$ cat src/rtl/inst_fetch.sv
// inst_fetch: PC, single-outstanding req/ack fetch FSM and IF/ID FIFO.
// Define IF_FETCH_STAT_EN to add fetch_cnt_o / drop_cnt_o counters.
`timescale 1ns/1ps
module inst_fetch #(
  parameter logic [31:0] RESET_PC   = 32'h0000_0000,
  parameter int          FIFO_DEPTH = 4,
  parameter int          CNT_W      = 3
) (
  input  logic             clk,
  input  logic             rst,
  output logic             inst_req_o,
  output logic [31:0]      inst_addr_o,
  input  logic             inst_ack_i,
  input  logic [31:0]      inst_data_i,
  input  logic             stall_i,
  input  logic             flush_i,
  input  logic [31:0]      redirect_pc_i,
  output logic             if_valid_o,
  output logic [31:0]      if_pc_o,
  output logic [31:0]      if_inst_o,
  output logic [CNT_W-1:0] fifo_level_o
`ifdef IF_FETCH_STAT_EN
  ,
  output logic [31:0]      fetch_cnt_o,
  output logic [15:0]      drop_cnt_o
`endif
);

  localparam int PW = $clog2(FIFO_DEPTH);
  localparam logic [CNT_W-1:0] FULL = CNT_W'(FIFO_DEPTH);

  typedef enum logic [1:0] {
    IDLE,
    REQ,
    DROP
  } state_t;

  typedef struct packed {
    logic [31:0] pc;
    logic [31:0] inst;
  } if_id_t;

  state_t           state, state_d;
  logic [31:0]      pc, pc_d;
  logic [31:0]      addr, addr_d;
  logic [CNT_W-1:0] level, level_d;
  logic [PW-1:0]    wptr, rptr;
  if_id_t           mem [FIFO_DEPTH];
  logic             hs, push, pop;

  assign hs   = inst_req_o && inst_ack_i;
  assign pop  = if_valid_o && !stall_i && !flush_i;
  assign push = hs && (state == REQ) && !flush_i;

  assign level_d = flush_i ? '0
                 : level + CNT_W'(push) - CNT_W'(pop);

  always_comb begin
    state_d = state;
    pc_d    = pc;
    if (flush_i)
      pc_d = redirect_pc_i;
    else if (push)
      pc_d = pc + 32'd4;
    unique case (state)
      IDLE: begin
        if (flush_i || level_d != FULL)
          state_d = REQ;
      end
      REQ: begin
        if (flush_i)
          state_d = hs ? REQ : DROP;
        else if (hs && level_d == FULL)
          state_d = IDLE;
      end
      DROP: begin
        if (hs)
          state_d = (level_d == FULL) ? IDLE : REQ;
      end
      default: state_d = IDLE;
    endcase
    // A stale request keeps its address until memory acks it.
    addr_d = (state_d == DROP) ? addr : pc_d;
  end

  always_ff @(posedge clk or negedge rst) begin
    if (!rst) begin
      state      <= IDLE;
      pc         <= RESET_PC;
      addr       <= RESET_PC;
      inst_req_o <= 1'b0;
      level      <= '0;
      wptr       <= '0;
      rptr       <= '0;
    end else begin
      state      <= state_d;
      pc         <= pc_d;
      addr       <= addr_d;
      inst_req_o <= (state_d != IDLE);
      level      <= level_d;
      if (flush_i) begin
        wptr <= '0;
        rptr <= '0;
      end else begin
        if (push) wptr <= wptr + 1'b1;
        if (pop)  rptr <= rptr + 1'b1;
      end
    end
  end

  always_ff @(posedge clk) begin
    if (push)
      mem[wptr] <= '{pc: pc, inst: inst_data_i};
  end

  assign inst_addr_o  = addr;
  assign fifo_level_o = level;
  assign if_valid_o   = (level != '0);
  assign if_pc_o      = if_valid_o ? mem[rptr].pc   : '0;
  assign if_inst_o    = if_valid_o ? mem[rptr].inst : '0;

  a_no_push_full: assert property (
    @(posedge clk) disable iff (!rst)
    !(push && level == FULL)
  );

`ifdef IF_FETCH_STAT_EN
  logic discard;
  assign discard = hs && (flush_i || state == DROP);

  always_ff @(posedge clk or negedge rst) begin
    if (!rst) begin
      fetch_cnt_o <= '0;
      drop_cnt_o  <= '0;
    end else begin
      if (push)    fetch_cnt_o <= fetch_cnt_o + 32'd1;
      if (discard) drop_cnt_o  <= drop_cnt_o + 16'd1;
    end
  end
`else
  // Statistics counters not built.
`endif

endmodule

$ cat config.mk
export PLATFORM = sky130hd
export DESIGN_NAME = inst_fetch
export DESIGN_NICKNAME = d
export VERILOG_FILES = /design/src/rtl/inst_fetch.sv
export SDC_FILE = /design/constraint.sdc
export NUM_CORES = 1
export LEC_CHECK = 0
export BUFFER_PORTS_ARGS = -buffer_cell sky130_fd_sc_hd__buf_2
export CAP_MARGIN = 10
export CORE_MARGIN = 8
export CORE_UTILIZATION = 30
export DETAILED_ROUTE_END_ITERATION = 12
export GPL_TIMING_DRIVEN = 0
export PLACE_DENSITY = 0.49
export REMOVE_ABC_BUFFERS = 1
export SYNTH_ARGS = -nofsm -noshare
export SYNTH_HDL_FRONTEND = slang
export SYNTH_SLANG_ARGS = --single-unit
$ cat constraint.sdc
create_clock -name clk -period 3.36 [get_ports clk]
set_input_delay 0.84 -clock clk [delete_from_list [all_inputs] [get_ports clk]]
set_output_delay 0.84 -clock clk [all_outputs]
set_load 0.01 [all_outputs]
==> impl_results.md, run 1 <==
* Post-DR wirelength/cell at 21.79 um
* Routed wire length at 34300 um
* GP Congestion at 0.6819
* Max-Cap Viols at 0
* Total grt overflow at 0
* Cell area after placement at between 15000 and 20000 um2
* Crit path max-delay family: buffers and inverters
* Worst slew margin at 22.67%
* Leading area contributor after synthesis: edfxtp_1
* Static leakage at 5.996 nW
* Post-synthesis sequential area ratio at 70.93%
* Drc violations at 0
* Clock root buffer: clkbuf_16
* Clock Latency Late Sink at roughly 0.54 ns
* Global-route wire length before repair at 52350 um
* Initial antenna violation count at 1
* Largest stage delay, worst path at roughly 0.47 ns
* Clk slew on worst S/H paths at ~0.060 ns
* Post-synth EDFFs at 256
* CP endpoint kind: output port
* Initial DRC Count at between 300 and 400
* Total number of vias at 7408
* Area grow syn2layout at 22.50%
* Depth of the most critical reg-to-reg path at 5
* Number of fill cells in the layout at 4219
* Maximum VDD drop at 434.5 uV
* Worst EP arrival at 2.36 ns
* Count of pins over their slew limit at 0
* # hold bufs at CTS at 0
* Peak Freq at 313.0 MHz
* Final Core Density at between 30% and 40%
* Layout cells sized above 1 at 36.39%
* Required @ worst endpoint at about 2.5 ns
* Sw power at ~3.7 mW
* Post-DP HPWL at 21250 um
* Measured slew at the worst slew-check pin at 1.159 ns
* Vias in the first global route at around 8000
* Initial Utilization at ~30%
* Crit share post-route at 95.10%
* Clock buffer depth at 3
* Slack of the worst reg-to-reg path at 0.55 ns
* Post-synthesis cell area at between 10000 and 15000 um2
* Die height at 227.7 um
* CP Depth at 5
* Cells along the critical path: nor3_1, inv_4, buf_12, and2_1, buf_2
* PD cells at 760.8 nW/um2
* Crit Path Max Fanout at 34
* Area contributors post-synth: edfxtp_1 57%, dfrtp_1 14%, mux4_2 11%
* CP max stage cell: nor3_1
* Io pins at 170
* Combinational share of power at 26.7%
* HP Class: in -> async
* Die width at between 200 and 250 um
* Internal power at 8.821 mW
* Final setup violation count at 0
* Yosys warning count at 0
* CP startpoint kind: flop
* Post-Layout Inst Area at 16470 um2
* Yosys top cell area share at 57.16%
* Status: complete, no violations
* Core footprint at 44220 um2
* Htree depth at 2
* Largest net degree at the start of global routing at 57
* Syn avg cell area at 17.47 um2
* Switching Share at between 20% and 30%
* Min Tclk post-route at ~3.2 ns
* Routed Antenna Nets at 0
* Core Rows at 77
* Clock power frac at between 30 and 40%
* CTS tree: done
* Die ar. at 51860 um2
* Setup Crit Path Kind: reg -> out
* Sequential share of power at between 40 and 50%
* Total CTS buffers at 38
* Post-synth ARST share at between 20 and 25%
* Pre-antenna DRT Iters at 4
* # nets final at 1031
* Ys flop type: edfxtp_1
* Yosys reg bits at between 300 and 400
* GRT Overall Usage at 13.21%
* CP bufs+invs at 3
* Number of vias per cell at roughly 4.7
* Count of cell types in the netlist at 50
* Final Hold Viols at 0
* Cells after synthesis at 770
* Sink Count at 330
* RSZ-0062 raised after global routing: false
* Input/output buffers at 169
* Final clock skew at around 0.019 ns
-- layer usage --
metal  vias to the layer above  wire (um)  GRT usage [%]
met1                      3831      15170          17.38
met2                       183      16340          21.25
met3                        51       2053          3.264
li1                       3343          -              -
met5                         -          0              0
met4                         0        736          4.279
-- cells in the mapped netlist, types with 8 or more instances --
| library cell | count |
|---|---|
| inv_1 | 14 |
| nor2_1 | 32 |
| mux2_2 | 31 |
| nor3_1 | 9 |
| mux4_2 | 64 |
| xnor2_1 | 18 |
| clkbuf_1 | 23 |
| o21ai_0 | 14 |
| buf_2 | 8 |
| a221o_1 | 9 |
| dfrtp_1 | 74 |
| nand2_1 | 47 |
| nand4_1 | 8 |
| edfxtp_1 | 256 |
| and2_1 | 66 |
| xor2_1 | 11 |
-- final timing paths --
path | startpoint | end
setup reg to reg | state[1]$_DFF_PN0_ | inst_addr_o[14]$_DFFE_PN0P_
min in group clk | inst_addr_o[0]$_DFFE_PN0P_ | inst_addr_o[0]$_DFFE_PN0P_
setup / recovery | fifo_level_o[1]$_DFF_PN0_ | if_pc_o[25]
hold / removal | rst | inst_addr_o[18]$_DFFE_PN0P_
hold reg to reg | inst_addr_o[0]$_DFFE_PN0P_ | inst_addr_o[0]$_DFFE_PN0P_
max in group asynchronous | rst | rptr[1]$_DFFE_PN0P_
-- flip-flops by register name, indices dropped and copies added, names as in the netlist --
register	count
fifo_level_o	3
inst_addr_o	32
inst_req_o	1
mem	256
pc	32
rptr	2
state	2
wptr	2
-- kinds of logic after synthesis --
family | Yosys count | share of synthesized area (%)
muxes | 98 | 13.54
AOI/OAI and AO/OA | 50 | 2.642
DFF | 330 | 70.93
adders and majority gates | 9 | 0.8745
and+or+nand+nor | 201 | 8.522
xor gates and xnor gates | 29 | 1.889
buffers and inverters | 53 | 1.609
-- power by group through the flow --
stage	Combinational (mW)	Sequential (mW)	Clock, mW
2_1_floorplan	1.70	5.34	0
3_3_place_gp	3.11	5.45	0
3_5_place_dp	3.26	5.30	0
4_1_cts	3.49	5.10	4.24
5_1_grt	3.69	5.15	4.38
6_report	3.34	5.10	4.10
-- through the flow --
| step | hold WS (ns) | worst slack (ns) | std cells | setup TNS (ns) | power [mW] |
|---|---|---|---|---|---|
| after detailed placement | 0.4904 | -0.6676 | 1502 | -14.15 | 8.559 |
| after CTS | 0.2457 | 0.002686 | 1573 | 0 | 12.83 |
| after global placement | 0.4840 | -2.859 | 1492 | -802.18 | 8.551 |
| after global routing | 0.2729 | 0.02289 | 1573 | 0 | 13.22 |
| final | 0.2546 | 0.1647 | 1574 | 0 | 12.53 |
| after floorplan | 0.4724 | -0.9187 | 731 | -58.80 | 7.040 |
-- cell usage in the layout (no fill, tap or decap), types with 3 or more instances in the layout --
cell,Yosys,final
clkinv_1,0,3
mux4_2,64,64
nand4b_1,3,3
a21o_1,7,7
nand3_1,7,7
nor4_2,3,3
nor4_1,4,4
mux2i_1,3,3
buf_16,0,7
clkbuf_16,0,41
nor3_1,9,9
xor2_1,11,11
buf_2,8,167
mux2_2,31,31
nor2_1,32,31
buf_4,0,3
o21ai_0,14,14
nand2_1,47,47
nand4_1,8,8
a221o_1,9,9
clkbuf_1,23,8
clkinv_2,0,5
and3_1,7,3
a211o_1,3,3
dfrtp_1,74,72
ha_1,7,7
clkbuf_8,0,4
and3_4,0,4
and2_1,66,66
a21oi_1,7,7
buf_12,0,5
xnor2_1,18,18
inv_1,14,13
edfxtp_1,256,256
-- area by class of cell --
type                    count  area [um2]  share of cell area (%)
flip-flops and latches    330        9547                   57.95
multi-input cells         387        3724                   22.60
repair buffers            183        1166                   7.078
clock buffers              53        1111                   6.744
well taps                 592       740.7                   4.496
clock inverters            14       128.9                  0.7823
inverters                  14       55.05                  0.3342
diodes                      1       2.502                 0.01519
-- timing repair --
action                     4_1_cts  5_1_grt
resized for setup                1        2
setup endpoints to repair       67       10
buffers inserted                 4        0
Power figures use the tool's default switching activity.
==> run 2: changes to the inputs <==
- ABC_AREA: not set -> 1
==> impl_results.md, run 2 <==
* Max-Cap Viols at 0
* Number of vias per cell at 4.630
* Core footprint at 46160 um2
* Crit share post-route at 97.24%
* Die width at about 230 um
* WHS at 0.2734 ns
* Area of the multi-input gates at approximately 3900 um2
* Measured slew at the worst slew-check pin at 0.9428 ns
* Final setup violation count at 0
* Final clock skew at 0.01313 ns
* Worst slew margin at 37.05%
* Die ar. at roughly 53000 um2
* Most frequent cells in the layout: 306 x nor2_1, 256 x edfxtp_1, 179 x nand2_1
* CP endpoint kind: output port
* Final Core Density at 36.65%
* Post-synthesis sequential area ratio at 68.60%
* GP Congestion at 0.7077
* Total grt overflow at 0
* Worst EP arrival at 2.43 ns
* PD cells at 769.5 nW/um2
* Clock buffer depth at 3
* Post-Route Setup TNS at 0 ns
* Syn avg cell area at 10.91 um2
* CTS tree: done
* Routed Antenna Nets at 0
* Total Power at approximately 13 mW
* Number of fill cells in the layout at 4536
* Required @ worst endpoint at 2.52 ns
* Capture point of the worst reg-to-reg path: inst_req_o$_DFF_PN0_
* Final Hold Viols at 0
* Total CTS buffers at 38
* Clock Latency Late Sink at 0.54 ns
* Count of pins over their slew limit at 0
* Area contributors post-synth: edfxtp_1 55%, dfrtp_1 13%, nor2_1 8.4%
* Largest net degree at the start of global routing at 83
* Clock root buffer: clkbuf_16
* Post-synth EDFFs at ~260
* Register area at about 9500 um2
* Sink Count at 330
* Initial antenna violation count at 1
* Most instantiated cells after synthesis: 311 x nor2_1, 256 x edfxtp_1, 179 x nand2_1
* HP Class: in -> async
* Setup Crit Path Kind: reg -> out
* Input/output buffers at 169
* Drc violations at 0
* Post-DP HPWL at 23780 um
* Total number of vias at slightly below 10000
* Cells after synthesis at 1275
* Post-synthesis cell area at 13910 um2
* Min Tclk post-route at 3.267 ns
* Area grow syn2layout at 21.68%
* Reg-to-reg startpoint: fifo_level_o[1]$_DFF_PN0_
* CP startpoint kind: flop
* Maximum VDD drop at 476.6 uV
* Count of cell types in the netlist at 43
* Most common cell after layout, fill and taps aside: nor2_1
* Core Rows at 79
* Post-Layout Inst Area at 16920 um2
* # nets final at 1521
* Post-synth ARST share at approximately 22%
* Initial Utilization at a little under a third
* GRT Overall Usage at 14.35%
* Yosys warning count at 0
* Most flop-heavy register: mem
* Pre-antenna DRT Iters at 5
* Peak Freq at roughly 310 MHz
* Static leakage at between 6 and 7 nW
* Vias in the first global route at 9444
* Status: complete, no violations
* Largest stage delay, worst path at between 0.6 and 0.7 ns
* Post-DR wirelength/cell at approximately 19 um
* Yosys reg bits at 330
* Routed wire length at between 30000 and 40000 um
* Global-route wire length before repair at 58320 um
* Layout cells sized above 1 at 20.33%
* CP max stage cell: dfrtp_4
* Slack of the worst reg-to-reg path at 0.27 ns
* Max reg flops at 256
* Crit Path Max Fanout at 82
* Initial DRC Count at 599
* Depth of the most critical reg-to-reg path at 17
* Io pins at 170
* Ys flop type: edfxtp_1
* Cells along the critical path: inv_12, buf_16, o21ai_0, a21oi_1, buf_2
* Leading area contributor after synthesis: edfxtp_1
* Count leader, synth: nor2_1
* Yosys top cell area share at 55.28%
* Htree depth at 2
* RSZ-0062 raised after global routing: false
* Cell area after placement at 15630 um2
* Die height at 231.3 um
* Clk slew on worst S/H paths at 0.06 ns
## run 2: cell types whose count changed in the layout (fill, tap and decap cells not counted), sizes merged, moves of 13 or more
| cell | change |
|---|---|
| mux2 | -31 |
| nand2 | +143 |
| nand3 | +35 |
| and2 | -65 |
| xnor2 | -17 |
| inv | +38 |
| a21oi | +59 |
| nor2 | +293 |
| mux4 | -64 |
| a31oi | +13 |
| o21ai | +130 |
## run 2: area by class of cell
cell class,count,area share [%]
Multi-Input combinational cell,830,23.29
Antenna cell,1,0.01479
Sequential cell,330,56.42
Tap cell,607,4.489
Clock inverter,14,0.7691
Timing Repair Buffer,192,7.565
Clock buffer,53,6.197
Inverter,52,1.257
## run 2: metrics by stage
stage / worst slack, ns / std cells
5_1_grt: 0.008899 / 2078
2_1_floorplan: -1.432 / 1211
4_1_cts: 0.01214 / 2077
3_5_place_dp: -1.389 / 2003
3_3_place_gp: -5.863 / 1987
6_report: 0.09276 / 2079
## run 2: power by group
| part | total, mW | switching, mW | internal, mW |
|---|---|---|---|
| Sequential | 5.17 | 0.345 | 4.83 |
| Combinational | 3.87 | 2.56 | 1.31 |
| Clock | 3.98 | 1.64 | 2.33 |
| Total | 13.0 | 4.55 | 8.47 |
## run 2: critical path, delay by kind of cell, from the launching register on
| kind | cells | cell delay [ns] |
|---|---|---|
| AOI/OAI and AO/OA | 2 | 0.41 |
| buffers and inverters | 3 | 0.72 |
| DFF | 1 | 0.65 |
## run 2: how the worst max path moves through the flow
stage / from / end / slack, ns / depth (start not counted)
2_1_floorplan: rptr[0]$_DFFE_PN0P_ / if_inst_o[0] / -1.43 / 3
3_3_place_gp: rptr[0]$_DFFE_PN0P_ / if_pc_o[24] / -5.86 / 4
3_5_place_dp: flush_i / inst_req_o$_DFF_PN0_ / -1.39 / 15
4_1_cts: rptr[0]$_DFFE_PN0P_ / if_pc_o[5] / 0.01 / 5
5_1_grt: fifo_level_o[1]$_DFF_PN0_ / inst_req_o$_DFF_PN0_ / 0.009 / 17
6_report: rptr[0]$_DFFE_PN0P_ / if_pc_o[10] / 0.09 / 5
## run 2: timing repair
item                                    in CTS  in global routing
gates cloned                                 1                  0
setup buffers                                6                  1
pin swaps                                    1                  0
endpoints found under the setup margin     112                 16
resized for setup                            6                  1
hold buffers                                 0                  0
## run 2: cell families (layout without fill, tap and decap cells)
family	count (synthesis)	in the layout	synth area share (%)
compound gates	238	238	9.007
xor+xnor	3	3	0.1890
fa+ha+maj	8	8	0.7738
buf+inv	116	311	3.446
flops	330	330	68.60
other cells	0	1	0
simple gates	580	581	17.99
## run 2: routing by layer
metal | global-route usage, % | wire length (um) | up-vias
met5 | 0 | 0 | -
met4 | 4.019 | 906 | 0
met1 | 19.18 | 18070 | 4644
li1 | - | - | 4703
met2 | 23.07 | 18260 | 225
met3 | 3.448 | 2223 | 53
==> run 3: changes to the inputs <==
- CORE_UTILIZATION: 30 -> 58
- PLACE_DENSITY: 0.49 -> 0.82
==> impl_results.md, run 3 (synthesis gave the netlist of run 2 again) <==
* Setup Crit Path Kind: reg -> out
* Final Hold Viols at 0
* Total CTS buffers at 34
* Routed wire length at 33910 um
* # nets final at 1515
* GRT Overall Usage at between 20% and 30%
* Total Power at 12.70 mW
* PD cells at 767.1 nW/um2
* Final clock skew at ~0.029 ns
* Clock Latency Late Sink at 0.51 ns
* Most common cell after layout, fill and taps aside: nor2_1
* Total grt overflow at 0
* Maximum VDD drop at 550.3 uV
* Most frequent cells in the layout: 306 x nor2_1, 256 x edfxtp_1, 179 x nand2_1
* Peak Freq at between 300 and 400 MHz
* Count of pins over their slew limit at 0
* Static leakage at 6.684 nW
* Pre-antenna DRT Iters at 5
* Crit Path Max Fanout at 34
* Clock root buffer: clkbuf_16
* Post-DR wirelength/cell at approximately 19 um
* Worst EP arrival at ~2.4 ns
* HP Class: in -> async
* Cells along the critical path: inv_4, buf_12, nor2_1, o21ai_0, a21oi_2, buf_2
* Routed Antenna Nets at 0
* Drc violations at 0
* Max reg flops at 256
* Initial Utilization at 59.07%
* Area grow syn2layout at 19.08%
* Clk slew on worst S/H paths at 0.06 ns
* Status: complete, no violations
* Min Tclk post-route at 3.204 ns
* Vias in the first global route at slightly above 10000
* Initial antenna violation count at 0
* Post-DP HPWL at 20060 um
* Max-Cap Viols at 0
* Layout cells sized above 1 at 20.08%
* Core footprint at around 24000 um2
* Htree depth at 2
* # hold bufs at CTS at 0
* Total number of vias at 9909
* Post-Layout Inst Area at 16560 um2
* Measured slew at the worst slew-check pin at 1.185 ns
* Required @ worst endpoint at 2.52 ns
* Input/output buffers at 169
* Crit share post-route at 95.36%
* Initial DRC Count at 685
* Global-route wire length before repair at 52830 um
* Sink Count at 330
* Core Rows at 56
* Largest net degree at the start of global routing at 69
* Final setup violation count at 0
* CP bufs+invs at 3
* Cell area after placement at 15250 um2
* CP endpoint kind: output port
* Io pins at 170
* Worst slew margin at 20.96%
* RSZ-0062 raised after global routing: false
* Crit path max-delay family: buffers and inverters
* CTS tree: done
* Post-Route Setup TNS at 0 ns
* CP startpoint kind: flop
* Die ar. at 29190 um2
* Most flop-heavy register: mem
* GP Congestion at between 0.8 and 0.9
* Die width at 170.8 um
* Antenna cell count at 0
* Largest stage delay, worst path at 0.66 ns
* Die height at 170.8 um
* Clock buffer depth at 3
* CP max stage cell: dfrtp_4
* Number of vias per cell at ~5.6
[run 3: changes by cell type in the layout (fill, tap and decap cells not counted), sizes merged]
| cell | delta |
|---|---|
| clkinv | +2 |
| buf | -2 |
| nor2 | -1 |
| clkinvlp | -2 |
| bufinv | +1 |
| diode | -1 |
| clkbuf | -6 |
| bufbuf | +1 |
[run 3: stage by stage]
step	hold slack [ns]	std cells	setup slack (ns)	utilization [%]
after floorplan	0.4763	1211	-1.432	-
after global placement	0.4587	1699	-4.536	63.15
after detailed placement	0.4600	1714	-1.161	64.76
after CTS	0.1857	1781	0.02344	70.20
after global routing	0.1927	1783	0.007112	70.33
final	0.1928	1783	0.1559	70.33
[run 3: cell type report]
cell class,instances,area (um2)
multi-input cells,829,3929
clock inverters,15,148.9
clock buffers,47,994.7
fillers,1600,6984
flip-flops and latches,330,9547
inverters,52,229.0
repair buffers,191,1311
well taps,319,399.1
[run 3: path summary, 6_finish.rpt]
check	start	to	slack [ns]	cells after the start
hold / removal	rst	pc[29]$_DFF_PN0_	0.19	1
max in group asynchronous	rst	rptr[1]$_DFFE_PN0P_	2.56	2
hold reg to reg	inst_addr_o[3]$_DFFE_PN0P_	inst_addr_o[3]$_DFFE_PN0P_	0.47	2
setup / recovery	rptr[1]$_DFFE_PN0P_	if_pc_o[17]	0.16	6
min in group clk	inst_addr_o[3]$_DFFE_PN0P_	inst_addr_o[3]$_DFFE_PN0P_	0.47	2
setup reg to reg	fifo_level_o[1]$_DFF_PN0_	inst_req_o$_DFF_PN0_	0.33	17
[run 3: layer usage]
layer	part of all wire, %	up-vias	routed length [um]	global-route usage, %
met5	0	-	0	0
met4	2.0	0	673	7.561
met3	7.5	58	2536	4.771
met2	50	401	16960	40.46
met1	41	4766	13740	29.06
li1	-	4684	-	-
[run 3: where the power goes]
group	total, mW	switching [mW]	internal, mW
registers	5.11	0.283	4.83
clock network	3.80	1.49	2.31
logic	3.79	2.49	1.30
total	12.7	4.27	8.43
[run 3: repair_timing]
item / in CTS / in global routing
gates resized for setup: 8 / 3
setup endpoints to repair: 67 / 29
buffers inserted: 4 / 2
cloned: 1 / 0
